--- config.mk ---
export PLATFORM = sky130hd
export DESIGN_NAME = code_packer
export DESIGN_NICKNAME = d
export VERILOG_FILES = /design/src/rtl/code_packer.sv
export SDC_FILE = /design/constraint.sdc
export NUM_CORES = 1
export LEC_CHECK = 0
export ABC_AREA = 0
export CORE_AREA = 8 8 77 79
export DETAILED_ROUTE_END_ITERATION = 7
export DIE_AREA = 0 0 85 87
export MAX_ROUTING_LAYER = met4
export PLACE_DENSITY_LB_ADDON = 0.15
export SYNTH_ARGS = -nofsm -noshare
export SYNTH_HDL_FRONTEND = slang
export SYNTH_SLANG_ARGS = --single-unit
--- constraint.sdc ---
create_clock -name clk -period 2.46 [get_ports clk]
set_input_delay 0.369 -clock clk [delete_from_list [all_inputs] [get_ports clk]]
set_output_delay 0.369 -clock clk [all_outputs]
set_load 0.02 [all_outputs]
--- src/rtl/code_packer.sv ---
// code_packer
//
// Packs successive strobed codes from the upstream code stage LSB-first into
// a wider word and presents finished words on a valid/ready output.
// The output holding register is single-entry. While it is occupied and the
// accumulator is full, new codes are dropped and counted in a saturating
// counter. A flush request emits a partially filled word.
//
// Optional feature (macro CODE_PACKER_PARITY_EN):
//   When defined, adds out_par_o, the XOR of all bits of out_data_o. It is
//   registered alongside the data.
//
// Ports:
//   clk         clock, rising edge
//   rst         asynchronous active-high reset
//   in_code_i   code from the upstream stage
//   in_vld_i    strobe; in_code_i valid this cycle (no upstream backpressure)
//   flush_i     request emission of a partial word
//   out_data_o  packed word; slot k is bits [k*CODE_W +: CODE_W]
//   out_cnt_o   number of valid codes in out_data_o (1..PACK_N)
//   out_vld_o   out_data_o/out_cnt_o valid
//   out_rdy_i   downstream accepts when out_vld_o && out_rdy_i
//   drop_cnt_o  saturating count of dropped codes
//   busy_o      accumulator non-empty, output valid, or flush pending
//   out_par_o   (CODE_PACKER_PARITY_EN only) parity of out_data_o
//
// Handshake: a word is consumed on a rising edge where out_vld_o && out_rdy_i.
// out_data_o/out_cnt_o stay stable while out_vld_o && !out_rdy_i.
module code_packer #(
    parameter int CODE_W = 3,
    parameter int PACK_N = 4,
    parameter int CNT_W  = 8,
    localparam int OUT_W = CODE_W * PACK_N,
    localparam int NW    = $clog2(PACK_N + 1)
) (
    input  logic              clk,
    input  logic              rst,
    input  logic [CODE_W-1:0] in_code_i,
    input  logic              in_vld_i,
    input  logic              flush_i,
    output logic [OUT_W-1:0]  out_data_o,
    output logic [NW-1:0]     out_cnt_o,
    output logic              out_vld_o,
    input  logic              out_rdy_i,
    output logic [CNT_W-1:0]  drop_cnt_o,
`ifdef CODE_PACKER_PARITY_EN
    output logic              out_par_o,
`endif
    output logic              busy_o
);

    typedef enum logic [1:0] {IDLE, FILL, FULL} state_t;

    state_t             state_q, state_d;
    logic [OUT_W-1:0]   acc_q, acc_d, acc_w;
    logic [NW-1:0]      cnt_q, cnt_d, cnt_w;
    logic [OUT_W-1:0]   out_data_q, out_data_d;
    logic [NW-1:0]      out_cnt_q, out_cnt_d;
    logic               out_vld_q, out_vld_d;
    logic               pend_q, pend_d;
    logic [CNT_W-1:0]   drop_q, drop_d;
    logic               out_free;
    logic               xfer;
    logic [OUT_W-1:0]   xfer_word;
    logic [NW-1:0]      xfer_cnt;

    always_comb begin
        out_free  = !out_vld_q || out_rdy_i;
        acc_w     = acc_q;
        cnt_w     = cnt_q;
        acc_d     = acc_q;
        cnt_d     = cnt_q;
        drop_d    = drop_q;
        xfer      = 1'b0;
        xfer_word = acc_q;
        xfer_cnt  = cnt_q;

        case (state_q)
            IDLE, FILL: begin
                // Accept this cycle's code first, so a same-cycle code is
                // part of whatever word leaves now.
                if (in_vld_i) begin
                    acc_w[cnt_q*CODE_W +: CODE_W] = in_code_i;
                    cnt_w = cnt_q + NW'(1);
                end
                if (out_free && (cnt_w == NW'(PACK_N) || (pend_q && cnt_w != '0))) begin
                    xfer      = 1'b1;
                    xfer_word = acc_w;
                    xfer_cnt  = cnt_w;
                    acc_d     = '0;
                    cnt_d     = '0;
                end else begin
                    acc_d = acc_w;
                    cnt_d = cnt_w;
                end
            end
            FULL: begin
                if (out_free) begin
                    xfer  = 1'b1;
                    acc_d = '0;
                    cnt_d = '0;
                    // The slot vacated by the transfer takes the new code.
                    if (in_vld_i) begin
                        acc_d[CODE_W-1:0] = in_code_i;
                        cnt_d = NW'(1);
                    end
                end else if (in_vld_i && drop_q != '1) begin
                    drop_d = drop_q + CNT_W'(1);
                end
            end
            default: ;
        endcase

        // A transfer consumes any pending flush. A fresh flush arms only if
        // something is left in the accumulator afterwards.
        pend_d = ((pend_q && !xfer) || flush_i) && (cnt_d != '0);

        if (cnt_d == '0)
            state_d = IDLE;
        else if (cnt_d == NW'(PACK_N))
            state_d = FULL;
        else
            state_d = FILL;

        out_vld_d  = (out_vld_q && !out_rdy_i) || xfer;
        out_data_d = xfer ? xfer_word : out_data_q;
        out_cnt_d  = xfer ? xfer_cnt  : out_cnt_q;
    end

    always_ff @(posedge clk or posedge rst) begin
        if (rst) begin
            state_q    <= IDLE;
            acc_q      <= '0;
            cnt_q      <= '0;
            out_data_q <= '0;
            out_cnt_q  <= '0;
            out_vld_q  <= 1'b0;
            pend_q     <= 1'b0;
            drop_q     <= '0;
        end else begin
            state_q    <= state_d;
            acc_q      <= acc_d;
            cnt_q      <= cnt_d;
            out_data_q <= out_data_d;
            out_cnt_q  <= out_cnt_d;
            out_vld_q  <= out_vld_d;
            pend_q     <= pend_d;
            drop_q     <= drop_d;
        end
    end

`ifdef CODE_PACKER_PARITY_EN
    logic par_q;

    always_ff @(posedge clk or posedge rst) begin
        if (rst)
            par_q <= 1'b0;
        else if (xfer)
            par_q <= ^xfer_word;
    end

    assign out_par_o = par_q;
`endif

    assign out_data_o = out_data_q;
    assign out_cnt_o  = out_cnt_q;
    assign out_vld_o  = out_vld_q;
    assign drop_cnt_o = drop_q;
    assign busy_o     = (cnt_q != '0) || out_vld_q || pend_q;

endmodule
After elaboration in Yosys (flattened, before gate mapping)
Index checks and enable logic that the tools add are counted.

Add/subtract/negate cells: 3. Multiply operators: 1. Eq/ne operators: 6. Shift operators: 2. Muxes and demuxes: 21. Bitwise logic cells: 1. Reduce and logical (&&, ||, !) cells: 24.

Operators by type and width (number): 12-bit two-way mux (5); 5-bit negator with 34-bit output (1); 3-bit by 34-bit variable shift with 12-bit output (first input constant) (1); 3-bit by 34-bit variable part select with 12-bit output (1); 12-bit one-hot mux with 2 select lines (1); 3-bit two-way mux (7); 12-bit bitwise mux (1); 3-bit nonzero test (3); 8-bit by 1-bit adder with 8-bit output (second input constant) (1); 8-bit != test (second input constant) (1); 3-bit equality test (second input constant) (2); 1-bit logical AND (6); 1-bit logical OR (6); 3-bit one-hot mux with 2 select lines (1); 3-bit by 2-bit multiplier with 5-bit output (second input constant) (1); 2-bit two-way mux (2); 3-bit by 1-bit adder with 3-bit output (second input constant) (1); 1-bit zero test (3); 3-bit zero test (1); 1-bit two-way mux (3); 3-bit AND reduction (1); 2-bit by 1-bit equality test with 1-bit output (second input constant) (1); 2-bit equality test (second input constant) (1); 2-bit zero test (1); other kinds (6) (6).

Register bits after elaboration: 42. Input bits: 8. Logic and storage cells: 66.

Logic depth before layout (Yosys ltp)
Word-level depth: 13. Gate-level depth with buffers: 10. Gate-level depth less buffers: 8.

Least setup slack after synthesis
No wires, ideal clock.

Kind: register to register. Start: reg cnt_q[0]. End: reg out_data_q[0] (netlist: out_data_o[0]). Library setup time: 0.126 ns. Data arrival time: 2.365 ns. Data required time: 2.334 ns. Path slack: -0.031 ns. Cell stages (with the launch flop): 11. Path buffers: 3. Path through: dfrtp_1 buf_2 inv_1 ha_1 and3b_4 or3_1 buf_6 and3_4 buf_6 and3_1 a221o_1.

Longest elaborated chain between the ends: 9. Elaborated cells on any way between the ends: 18. Classes of those cells: 2 x add/sub; 1 x mul; 1 x eq/ne; 2 x shift; 8 x mux; 4 x reduce/logical.

Ends and longest elaborated chain: from (decl) (RTL line 56) `logic [NW-1:0] cnt_q, cnt_d, cnt_w;`; from (signal assigned) (RTL line 143) `cnt_q <= cnt_d;`; branches (longest 9 deep; another with 5-bit negator with 34-bit output); to (signal assigned) (RTL line 144) `out_data_q <= out_data_d;`; to (decl) (RTL line 57) `logic [OUT_W-1:0] out_data_q, out_data_d;`.

Several ways; the timed one is not identified. The select of a mux whose other input is x is not followed. A chain may end at the register's enable or synchronous reset.

Worst setup path in the final report
Start: reg cnt_q[1]. End: reg out_data_q[7] (netlist: out_data_o[7]).

Same word-level chain as after synthesis.

==> summary.md <==
| Metric | Value |
|---|---|
| Number of placed cells counting well taps | `294` |
| Worst-Skew Late Latency | `0.29 ns` |
| Final Core Density | `0.578` |
| Main area contributors after synthesis | `sky130_fd_sc_hd__dfrtp_1, sky130_fd_sc_hd__a221o_1, sky130_fd_sc_hd__a32o_1` |
| Post-CTS Repair Setup Buffers | `0` |
| Max-cap check violation count | `0` |
| CORE AREA | `0.00485 sq mm` |
| Post-synth ARST share | `1.00` |
| Worst reg2reg path endpoint | `out_data_o[7]` |
| Total power divided by cell area | `1130 mW/mm^2` |
| Clock buffer depth | `2` |
| Fin nets | `260` |
| Data arrival at the endpoint of the critical path | `2.51 ns` |
| Cell with the most instances after synthesis | `sky130_fd_sc_hd__dfrtp_1` |
| Depth of the most critical reg-to-reg path | `8` |
| Setup slack after placement | `-0.119 ns` |
| Kind of path behind the tightest hold check | `input port to asynchronous set/reset pin` |
| Area of the die | `0.00740 sq mm` |
| Cts-stage hold buffer count | `0` |
| Total track usage | `0.160` |
| Die W | `85 um` |
| Count of synthesis-stage warnings from yosys | `0` |
| Headroom to the max-slew limit | `0.644` |
| Maximum clock frequency | `428 MHz` |
| Worst EP required | `2.64 ns` |
| Syn_area_per_cell | `11.3 sq um` |
| Synthesis-stage register bit count | `42` |
| TritonCTS sink count | `42` |
| Largest clock skew in the final design | `0.00509 ns` |
| Share of the clock period used by the worst path after layout | `0.949` |
| Final slew viol count | `0` |
| Largest fanout on the critical path | `8` |
| Number of endpoints failing setup at the final stage | `0` |
| Gate count after technology mapping | `194` |
| Placer Congestion | `0.907` |
| DRC violation total after the first TritonRoute iteration | `101` |
| Post-detailed-placement half-perimeter wirelength | `4.25 mm` |
| Post-synth design cell area | `0.00219 sq mm` |
| Overall overflow remaining after global route | `0` |
| Worst slew pin tran | `0.534 ns` |
| Maximum number of pins on one net before global-route repair | `43` |
| Final cell area excluding filler cells | `0.00280 sq mm` |
| EDFF count, synth | `0` |
| Worst-case hold slack | `0.497 ns` |
| Slack of the worst reg-to-reg path | `0.13 ns` |
| Largest voltage drop on the vdd net | `566 uV` |
| Syn-to-layout area delta | `28.1%` |
| Worst setup margin | `0.126 ns` |
| Global-route wire length before repair | `9.25 mm` |
| Chip Height | `87 um` |
| Overall routed net length | `5.62 mm` |
| Share of post-route cells with drive strength above 1 | `0.175` |
| Number of library cell types mapped by synthesis | `50` |
| Placed cell areas | `0.00269 sq mm` |
| Final Instance Count excl. Fillers | `302` |
| Total inserted antenna cells | `0` |
| Minimum clock period after layout | `2.33 ns` |
| LEAKAGE | `1.31 nW` |
| Setup crit end kind | `register` |
| Vias in the first global route | `1886` |
| Critical path class | `register to register` |
| Placement Rows | `26` |
| Unrepaired setup endpoints after global routing | `true` |
| Mean routed wirelength per cell | `18.6 um` |
| Fraction of the yosys area taken by sequential cells | `0.481` |
| Port Buffer Count | `32` |
| Fraction of post-synthesis cell area in the top cell type by area | `0.481` |
| Final Hold Violating Endpoints | `0` |
| Synth area leader | `sky130_fd_sc_hd__dfrtp_1` |
| Reg clk slew, reported paths | `0.08 ns` |
| Initial cell density of the core | `0.451` |
| Crit start category | `register` |
| Total via count in the routed design | `1827` |
| Most instantiated flip-flop cell in the synthesis netlist | `sky130_fd_sc_hd__dfrtp_1` |
| Drt via density | `6.05` |
| Count of antenna-violating nets left after detailed routing | `0` |
| Run status | `complete, no violations` |
| Syn Nets | `209` |
| H-Tree Depth | `2` |
| Post-route DRC violation count | `0` |
| Number of antenna violations at the first check in global routing | `0` |
| Clk root buf | `sky130_fd_sc_hd__clkbuf_8` |
| Count of TritonRoute iterations in the first routing pass | `4` |
| Number of top-level pins | `33` |
| Number of buffers added by the clock tree synthesis step | `5` |
| Most instantiated cells after synthesis | `sky130_fd_sc_hd__dfrtp_1, sky130_fd_sc_hd__and3_1, sky130_fd_sc_hd__a221o_1` |
| Origin of the critical flop-to-flop path | `cnt_q[1]` |
| Number of gates resized after CTS | `0` |
| TritonCTS clock tree | `done` |
==> per-stage QoR <==
step / power (W) / TNS [ns]
final: 0.00317 / 0
after global routing: 0.00336 / -0.000321
after CTS: 0.00315 / 0
after detailed placement: 0.00269 / -2.01
after global placement: 0.00263 / -0.128
after floorplan: 0.00204 / 0
==> cell type report <==
type | instances | area, sq um
clock buffer | 7 | 86.3
clock inverter | 1 | 5.00
fill | 414 | 2050
inverter | 6 | 22.5
multi-input combinational | 136 | 1080
sequential | 42 | 1050
tap | 56 | 70.1
timing repair buffer | 54 | 485
==> cells by family after synthesis <==
kind of cell,share of synthesized area
adders and majority gates,0.0401
AOI/OAI and AO/OA,0.242
and+or+nand+nor,0.153
xor gates and xnor gates,0.0361
buffers and inverters,0.0384
muxes,0.00973
DFF,0.481
==> metal layers <==
layer  GRT usage  wire length (um)
met5           -                 0
met4      0.0453                38
met3      0.0255               149
met2       0.277              2950
met1       0.187              2480
==> critical path, cell delays in order, from the launching register on <==
cell,delay (ns)
sky130_fd_sc_hd__dfrtp_1,0.35
sky130_fd_sc_hd__inv_1,0.08
sky130_fd_sc_hd__ha_4,0.32
sky130_fd_sc_hd__and3b_4,0.21
sky130_fd_sc_hd__or3_1,0.38
sky130_fd_sc_hd__buf_4,0.18
sky130_fd_sc_hd__nand3_1,0.16
sky130_fd_sc_hd__o21ai_0,0.21
sky130_fd_sc_hd__a221o_1,0.33
==> placed cells by master (no fill, tap or decap), drive strengths merged, types with 7 or more instances in the layout <==
master / netlist / routed
a221o: 13 / 13
a32o: 10 / 10
and3: 19 / 19
buf: 7 / 22
clkbuf: 3 / 7
clkdlybuf4s50: 0 / 32
dfrtp: 42 / 42
ha: 7 / 7
nand2: 8 / 8
nor2: 10 / 10
o21ai: 10 / 10
==> power by group <==
group	internal, W	switching (W)
registers	0.000841	0.000130
clock network	0.000226	0.000228
logic	0.000790	0.000949
==> registers in the layout, summed over array words and instances, names as in the netlist <==
register	cells
out_cnt_o	3
out_vld_o	1
out_data_o	12
state_q	2
pend_q	1
acc_q	12
drop_cnt_o	8
cnt_q	3
==> worst max path at each step <==
stage / startpoint / end / slack (ns) / cells after the start
after floorplan: cnt_q[0] / out_data_o[0] / 0.03 / 10
after global placement: in_vld_i / out_data_o[10] / -0.01 / 6
after detailed placement: in_vld_i / out_data_o[1] / -0.12 / 6
after CTS: cnt_q[1] / out_data_o[1] / 0.05 / 7
after global routing: cnt_q[1] / out_data_o[7] / -0.0003 / 9
final: cnt_q[1] / out_data_o[7] / 0.13 / 8
(Power assumes the default switching activity.)
